<file path="src/rtl/pipe_hazard_ctrl.sv">
// pipe_hazard_ctrl
//   Central stall/flush sequencer for the 5-stage pipeline. It turns icache/dcache
//   misses, load-use hazards and EX-resolved branch mispredicts into per-stage
//   STALL/FLUSH controls and a fetch redirect. It also keeps saturating perf
//   counters and a sticky dcache-wait timeout flag.
//
// Ports
//   CLK, RESET           clock; synchronous active-high reset
//   IF_Miss              icache has no instruction this cycle
//   MEM_Miss             dcache miss in MEM, held until data returns
//   ID_LoadUse           ID instruction depends on the load now in EX
//   EX_Mispredict        EX-resolved branch disagrees with the prediction
//   EX_Redirect_Addr     correct next PC for the mispredicted branch
//   STALL_IF/IFID/IDEX/EXMEM, FLUSH_IFID/IDEX   per-stage pipeline controls
//   Redirect_Valid/Addr  load the PC with Redirect_Addr this cycle
//   State_OUT            RUN=0, MEMWAIT=1, FLUSH=2
//   Stall_Count          cycles with STALL_IF=1 (saturating)
//   Flush_Count          redirects issued (saturating)
//   MemWait_Timeout      sticky: the dcache wait reached MAX_MEM_WAIT cycles

module pipe_hazard_ctrl #(
  parameter int FLUSH_CYCLES = 1,
  parameter int MAX_MEM_WAIT = 255,
  parameter int CNT_W        = 32
) (
  input  logic             CLK,
  input  logic             RESET,
  input  logic             IF_Miss,
  input  logic             MEM_Miss,
  input  logic             ID_LoadUse,
  input  logic             EX_Mispredict,
  input  logic [31:0]      EX_Redirect_Addr,
  output logic             STALL_IF,
  output logic             STALL_IFID,
  output logic             FLUSH_IFID,
  output logic             STALL_IDEX,
  output logic             FLUSH_IDEX,
  output logic             STALL_EXMEM,
  output logic             Redirect_Valid,
  output logic [31:0]      Redirect_Addr,
  output logic [1:0]       State_OUT,
  output logic [CNT_W-1:0] Stall_Count,
  output logic [CNT_W-1:0] Flush_Count,
  output logic             MemWait_Timeout
);

  typedef enum logic [1:0] {
    RUN     = 2'd0,
    MEMWAIT = 2'd1,
    FLUSH   = 2'd2
  } state_t;

  localparam int WAIT_W = (MAX_MEM_WAIT < 2) ? 1 : $clog2(MAX_MEM_WAIT + 1);
  // The flush counter only ever holds FLUSH_CYCLES-1.
  localparam int FCNT_W = (FLUSH_CYCLES < 2) ? 1 : $clog2(FLUSH_CYCLES);

  localparam logic [WAIT_W-1:0] WAIT_MAX  = WAIT_W'(MAX_MEM_WAIT);
  localparam logic [FCNT_W-1:0] FCNT_LOAD = FCNT_W'(FLUSH_CYCLES - 1);
  // A single-cycle flush is fully covered by the mispredict cycle itself.
  localparam state_t MISP_NEXT = (FLUSH_CYCLES > 1) ? FLUSH : RUN;

  state_t              state_q, state_d;
  logic [WAIT_W-1:0]   wait_q, wait_d;
  logic [FCNT_W-1:0]   fcnt_q, fcnt_d;
  logic                wait_hit;

  // State register, perf counters and the sticky timeout flag.
  always_ff @(posedge CLK) begin
    if (RESET) begin
      state_q         <= RUN;
      wait_q          <= '0;
      fcnt_q          <= '0;
      Stall_Count     <= '0;
      Flush_Count     <= '0;
      MemWait_Timeout <= 1'b0;
    end else begin
      state_q <= state_d;
      wait_q  <= wait_d;
      fcnt_q  <= fcnt_d;
      if (STALL_IF && (Stall_Count != '1))
        Stall_Count <= Stall_Count + CNT_W'(1);
      if (Redirect_Valid && (Flush_Count != '1))
        Flush_Count <= Flush_Count + CNT_W'(1);
      if (wait_hit)
        MemWait_Timeout <= 1'b1;
    end
  end

  // Next-state logic. MEMWAIT without a miss behaves exactly like RUN, so the
  // two states share one branch.
  always_comb begin
    state_d = state_q;
    wait_d  = wait_q;
    fcnt_d  = fcnt_q;
    case (state_q)
      RUN, MEMWAIT: begin
        if (MEM_Miss) begin
          state_d = MEMWAIT;
          if (state_q == RUN)
            wait_d = '0;
          else if (wait_q != WAIT_MAX)
            wait_d = wait_q + WAIT_W'(1);
        end else if (EX_Mispredict) begin
          state_d = MISP_NEXT;
          fcnt_d  = FCNT_LOAD;
        end else begin
          state_d = RUN;
        end
      end
      FLUSH: begin
        if (!MEM_Miss) begin
          if (EX_Mispredict) begin
            fcnt_d = FCNT_LOAD;
          end else begin
            fcnt_d = fcnt_q - FCNT_W'(1);
            if (fcnt_q <= FCNT_W'(1))
              state_d = RUN;
          end
        end
      end
      default: state_d = RUN;
    endcase
  end

  // The timeout fires on the cycle the wait counter reaches its limit.
  assign wait_hit = (state_q == MEMWAIT) && MEM_Miss && (wait_d == WAIT_MAX);

  // Control outputs. A dcache miss freezes the whole pipe in every state and
  // masks a concurrent mispredict, because that branch is frozen in EX too.
  always_comb begin
    STALL_IF       = 1'b0;
    STALL_IFID     = 1'b0;
    FLUSH_IFID     = 1'b0;
    STALL_IDEX     = 1'b0;
    FLUSH_IDEX     = 1'b0;
    STALL_EXMEM    = 1'b0;
    Redirect_Valid = 1'b0;
    Redirect_Addr  = 32'd0;
    if (RESET) begin
      FLUSH_IFID = 1'b1;
      FLUSH_IDEX = 1'b1;
    end else if (MEM_Miss) begin
      STALL_IF    = 1'b1;
      STALL_IFID  = 1'b1;
      STALL_IDEX  = 1'b1;
      STALL_EXMEM = 1'b1;
    end else if (EX_Mispredict) begin
      FLUSH_IFID     = 1'b1;
      FLUSH_IDEX     = 1'b1;
      Redirect_Valid = 1'b1;
      Redirect_Addr  = EX_Redirect_Addr;
    end else if (state_q == FLUSH) begin
      // Wrong-path fetches keep being squashed. Fetch misses and load-use
      // hazards do not matter while the wrong path is being squashed.
      FLUSH_IFID = 1'b1;
    end else if (ID_LoadUse) begin
      STALL_IF   = 1'b1;
      STALL_IFID = 1'b1;
      FLUSH_IDEX = 1'b1;
    end else if (IF_Miss) begin
      STALL_IF   = 1'b1;
      FLUSH_IFID = 1'b1;
    end
  end

  assign State_OUT = state_q;

endmodule
</file>
<file path="config.mk">
export PLATFORM = sky130hd
export DESIGN_NAME = pipe_hazard_ctrl
export DESIGN_NICKNAME = d
export VERILOG_FILES = /design/src/rtl/pipe_hazard_ctrl.sv
export SDC_FILE = /design/constraint.sdc
export NUM_CORES = 1
export LEC_CHECK = 0
export CAP_MARGIN = 20
export CORE_MARGIN = 2
export CORE_UTILIZATION = 41
export CTS_CLUSTER_DIAMETER = 120
export CTS_CLUSTER_SIZE = 28
export DETAILED_ROUTE_END_ITERATION = 7
export GPL_TIMING_DRIVEN = 0
export PLACE_DENSITY = 0.74
export SLEW_MARGIN = 10
export SYNTH_ARGS = -nofsm -noshare
export SYNTH_HDL_FRONTEND = slang
export SYNTH_SLANG_ARGS = --single-unit
</file>
<file path="constraint.sdc">
create_clock -name CLK -period 2.2 [get_ports CLK]
set_clock_uncertainty 0.05 [all_clocks]
set_input_delay 0.22 -clock CLK [delete_from_list [all_inputs] [get_ports CLK]]
set_output_delay 0.22 -clock CLK [all_outputs]
set_load 0.005 [all_outputs]
</file>
==> impl_metrics.yaml, run 1 <==
run_status:
  status: "finished with violations"
  violations: "negative setup slack"
sta:
  finalSetupViolCount: 1
  max_freq_mhz: 452.7
  min_period_ns: 2.209
  slew-limit-headroom: 0.5252
  finalHoldViolCount: 0
  drv_slew: 0
  fin_setup_tns_ns: -0.008941
  rsz0062_at_grt: "yes"
  finalHoldWorstSlack_ns: 0.1008
  worstMarginPinSlew_ns: 0.7063
  post-route-period-util: 1.004
  setup_slack_ns: -0.008941
global_routing:
  antenna_found_initial: 0
  grt_pass1_wl_mm: 20.13
  grt_max_degree: 20
  grt_pass1_vias: 4229
  grt-ovfl-total: 0
  grt.total_usage: 0.2350
floorplan:
  dieWidth_um: 103.5
  rows: 36
  core-area_um2: 9684
  die_area_um2: 10710
  io_pins: 144
  die_h_um: 103.5
  start_util: 0.4189
cts:
  cts_tree: "built"
  clockBufferDepth: 2
  cts_root_buf: "clkbuf_8"
  clkTransAtPathRegs_ns: 0.07
  clock-sinks: 74
  cts_made_buffers: 9
  htree_levels: 3
  clock_latency_ns: 0.35
routing:
  detail-route-antenna-nets: 0
  wl_per_cell_um: 15.90
  via_per_inst: 5.625
  vias: 4646
  first_iter_violations: 211
  wl_mm: 13.13
  firstDrtPassIters: 5
  drc: 0
power_and_ir_drop:
  power.leakage_nw: 2.081
  irDropWorstVdd_uv: 267.6
  power_density_nw_per_um2: 417.9
  total_power_mw: 2.623
setup_path:
  worstPathMaxFanout: 8
  cp_data_arrival_time_ns: 2.43
  crit_chain: "nand4_1 > or3_4 > a2111o_1 > or4_1 > a21oi_1"
  cp_slowest_stage_delay_ns: 0.49
  crit_slowest_cell: "or3_4"
  cp-start-kind: "register"
  crit_buf_inv: 0
  crit_type: "register to register"
  end_kind: "register"
  cp_top_family: "simple AND/OR/NAND/NOR gates"
  startpoint: "Flush_Count[9]"
  r2r-start: "Flush_Count[9]"
  worst-endpoint-required_ns: 2.42
placed_design:
  placed_cells: 784
  port_buffers: 141
  placed_area_um2: 5644
  pre_cts_slack_ns: -0.9754
  gp_congestion: 0.8998
  hpwl_mm: 9.145
cells_and_area:
  final_core_util: 0.6481
  layout_common_cells: "clkdlybuf4s50_1 (126), dfxtp_1 (53), a21oi_1 (44)"
  antenna_cells: 0
  drive_gt1_frac: 0.1530
  syn2layout_area_growth_pct: 54.72
  final_cell_area_um2: 6276
  final_nets: 729
  fin_cells: 826
  n_fill_cell: 830
  layout_commonest_cell: "clkdlybuf4s50_1"
synthesis:
  synth-edff-count: 0
  synthArstFlopShare: 0
  synth.distinct_cells: 55
  synth_area_um2: 4056
  avgSynthCellArea_um2: 7.954
  syn_inst: 510
  syn-num-nets: 551
  ys.flop_type: "dfxtp_1"
  seq_area_frac_synth: 0.3652
  ys_ff_latch: 74
  yosys_warnings: 0
flow_run:
  cap_violations: 0
worst_hold_path:
  hp-start: "RESET"
  min_path_type: "input port to register"
==> synthesized netlist by cell type (3+ instances only) <==
library cell,count,share of area
nor2_1,34,0.031
nor4_1,10,0.015
buf_2,3,0.0037
o311ai_0,7,0.015
clkbuf_1,23,0.021
or3_1,31,0.048
nor3_1,7,0.0086
or4_1,13,0.024
nand4_1,24,0.037
o41ai_1,6,0.013
xor2_1,3,0.0065
nand2_1,24,0.022
or2_2,6,0.0093
and4_1,7,0.015
a21oi_1,45,0.056
a2111oi_0,3,0.0065
inv_1,18,0.017
o31ai_1,13,0.024
dfxtp_1,74,0.37
xnor2_1,13,0.028
nor4b_1,3,0.0065
nand3_1,27,0.033
and3_1,5,0.0077
a211oi_1,8,0.015
ha_1,3,0.0093
and2_1,33,0.051
o21ai_0,32,0.039
==> power breakdown <==
part / internal [mW] / total, mW / switching, mW
Clock: 0.523 / 1.02 / 0.492
Combinational: 0.146 / 0.257 / 0.112
Sequential: 1.34 / 1.35 / 0.00975
Total: 2.01 / 2.62 / 0.613
==> kinds of logic after synthesis <==
group	Yosys count	synth area share
AND/OR/NAND/NOR	230	0.3211
flip-flops	74	0.3652
AO/OA/AOI/OAI	135	0.2138
adder cells (fa/ha/maj)	3	0.009255
buffers and inverters	49	0.04997
multiplexers	2	0.005244
other	1	0.0009245
XOR/XNOR	16	0.03455
==> final cells by class <==
cell class | count | area, µm² | area share
repair buffers | 171 | 1625 | 0.2590
inverters | 18 | 67.56 | 0.01077
clock inverters | 3 | 40.04 | 0.006380
clock buffers | 13 | 138.9 | 0.02213
plain buffers | 27 | 203.9 | 0.03250
well taps | 133 | 166.4 | 0.02652
flip-flops and latches | 74 | 1518 | 0.2418
multi-input cells | 387 | 2516 | 0.4009
==> repair_timing <==
item	CTS	global route
setup endpoints to repair	101	77
resized for setup	67	39
hold buffers	0	0
buffers inserted	21	9
pin swaps	9	12
==> worst paths after layout <==
kind,depth (start not counted),slack [ns],end
max,5,-0.009,Flush_Count[31]
min,2,0.10,wait_q[2]
max reg2reg,5,-0.009,Flush_Count[31]
min reg2reg,2,0.42,MemWait_Timeout
==> per-layer routing <==
metal	GRT usage	wire (µm)	part of all wire	vias up
li1	-	-	-	2269
met1	0.3093	5865	0.45	2245
met2	0.3876	6571	0.50	106
met3	0.02957	408	0.031	26
met4	0.1012	286	0.022	0
met5	0	0	0	-
==> registers in the layout (all words and copies together) (netlist names) <==
register and flops:
Flush_Count 32, MemWait_Timeout 1, Stall_Count 32, State_OUT 1, wait_q 8
Power figures use the tool's default switching activity.
==> run 2: changes to the inputs <==
CORE_MARGIN = not set   (was 2)
==> impl_metrics.yaml, run 2 (synthesized netlist as in run 1, its figures left out) <==
power_and_ir_drop:
  seqPwrFrac: 0.482
  power_density_nw_per_um2: 442.8
  p_int_mw: 2.151
  pwr-share-clk: 0.429
  power.leakage_nw: 2.180
  total_power_mw: 2.801
  pwr-share-comb: 0.088
  sw_frac_of_total: 0.2318
  p_switching_mw: 0.6493
  irDropWorstVdd_uv: 263.7
global_routing:
  antenna_found_initial: 0
  grt_max_degree: 13
  grt-ovfl-total: 0
  grt_pass1_vias: 4362
  grt_pass1_wl_mm: 21.06
  grt.total_usage: 0.2569
worst_hold_path:
  min_path_type: "input port to register"
sta:
  rsz0062_at_grt: "yes"
  setup_slack_ns: 0.007323
  finalSetupViolCount: 0
  finalHoldViolCount: 0
  drv_slew: 0
  max_freq_mhz: 456.1
  worstMarginPinSlew_ns: 0.5456
  slew-limit-headroom: 0.6362
  post-route-period-util: 0.9967
  min_period_ns: 2.193
floorplan:
  start_util: 0.4308
  die_h_um: 101.5
  io_pins: 144
  rows: 35
  die_area_um2: 10300
  dieWidth_um: 101.5
  core-area_um2: 9415
routing:
  detail-route-antenna-nets: 0
  vias: 4683
  via_per_inst: 5.676
  wl_mm: 13.29
  wl_per_cell_um: 16.11
  first_iter_violations: 172
  firstDrtPassIters: 5
  drc: 0
cells_and_area:
  top_regs: "Flush_Count: 32 flops, Stall_Count: 32 flops, wait_q: 8 flops"
  n_fill_cell: 791
  antenna_cells: 0
  final_core_util: 0.6718
  layout_commonest_cell: "clkdlybuf4s50_1"
  syn2layout_area_growth_pct: 55.92
  final_cell_area_um2: 6325
  drive_gt1_frac: 0.1681
  final_nets: 732
  layout_common_cells: "clkdlybuf4s50_1 (107), dfxtp_1 (47), a21oi_1 (44)"
setup_path:
  crit_type: "register to register"
  worst-endpoint-required_ns: 2.44
  cp_data_arrival_time_ns: 2.43
  end_kind: "register"
  cp-start-kind: "register"
  worstPathMaxFanout: 6
placed_design:
  pre_cts_slack_ns: -0.9648
  port_buffers: 141
  gp_congestion: 0.8761
  hpwl_mm: 9.260
  placed_area_um2: 5639
cts:
  clock-sinks: 74
  cts_made_buffers: 9
  clkTransAtPathRegs_ns: 0.08
  ctsHoldBuffers: 0
  clock_latency_ns: 0.35
  cts_tree: "built"
  htree_levels: 3
  clockBufferDepth: 2
  cts_root_buf: "clkbuf_8"
run_status:
  status: "complete, no violations"
flow_run:
  cap_violations: 0
## run 2: changes by cell type in the layout (fill, tap and decap cells not counted), sizes merged
cell	before	now
dlygate4sd2	9	31
clkdlybuf4s50	126	107
clkbuf	30	33
dlymetal6s2s	4	1
buf	42	40
clkinv	2	0
clkinvlp	0	2
bufinv	1	2
clkdlybuf4s15	0	1
## run 2: power by group through the flow
stage               logic [mW]  registers (mW)  clock network (mW)
detailed placement       0.236            1.38                   0
floorplan               0.0856            1.38                   0
finish                   0.247            1.35                1.20
global placement         0.232            1.38                   0
global route             0.265            1.35                1.28
CTS                      0.244            1.35                1.22
## run 2: metrics by stage
stage	TNS [ns]	hold slack, ns	std cells
2_1_floorplan	-0.1618	0.3701	510
3_3_place_gp	-56.56	0.3999	780
3_5_place_dp	-59.19	0.3944	780
4_1_cts	-0.06583	0.06654	817
5_1_grt	-0.5290	0.07636	825
6_report	0	0.08178	825
## run 2: final timing paths
kind	cells past startpoint	endpoint	start	slack, ns
worst min register to register	2	MemWait_Timeout	MemWait_Timeout	0.44
worst max register to register	6	Flush_Count[21]	Flush_Count[1]	0.007
worst min-delay path	2	wait_q[2]	RESET	0.08
worst max-delay path	6	Flush_Count[21]	Flush_Count[1]	0.007
## run 2: repair_timing
action	CTS	global route
buffers inserted	23	10
pin swaps	14	11
endpoints found under the setup margin	101	53
resized for setup	95	29
## run 2: critical path: stages (launching register included)
cell,delay [ns]
dfxtp_2,0.36
nand4_1,0.15
or4_4,0.57
buf_6,0.15
a311o_1,0.38
or3_1,0.36
a21oi_1,0.12
## run 2: per-layer routing
metal,wire (µm),share of wire,track usage
met5,0,0,0
met4,209,0.016,0.09810
met3,600,0.045,0.03934
met2,6665,0.50,0.4354
met1,5812,0.44,0.3292
## run 2: final cells by class
cell class              instances  area, µm²  area share
flip-flops and latches         74       1523      0.2408
inverters                      18      67.56     0.01068
plain buffers                  27      188.9     0.02987
clock buffers                  12      145.1     0.02295
repair buffers                174       1630      0.2578
multi-input cells             387       2534      0.4006
clock inverters                 4      75.07     0.01187
well taps                     129      161.4     0.02552
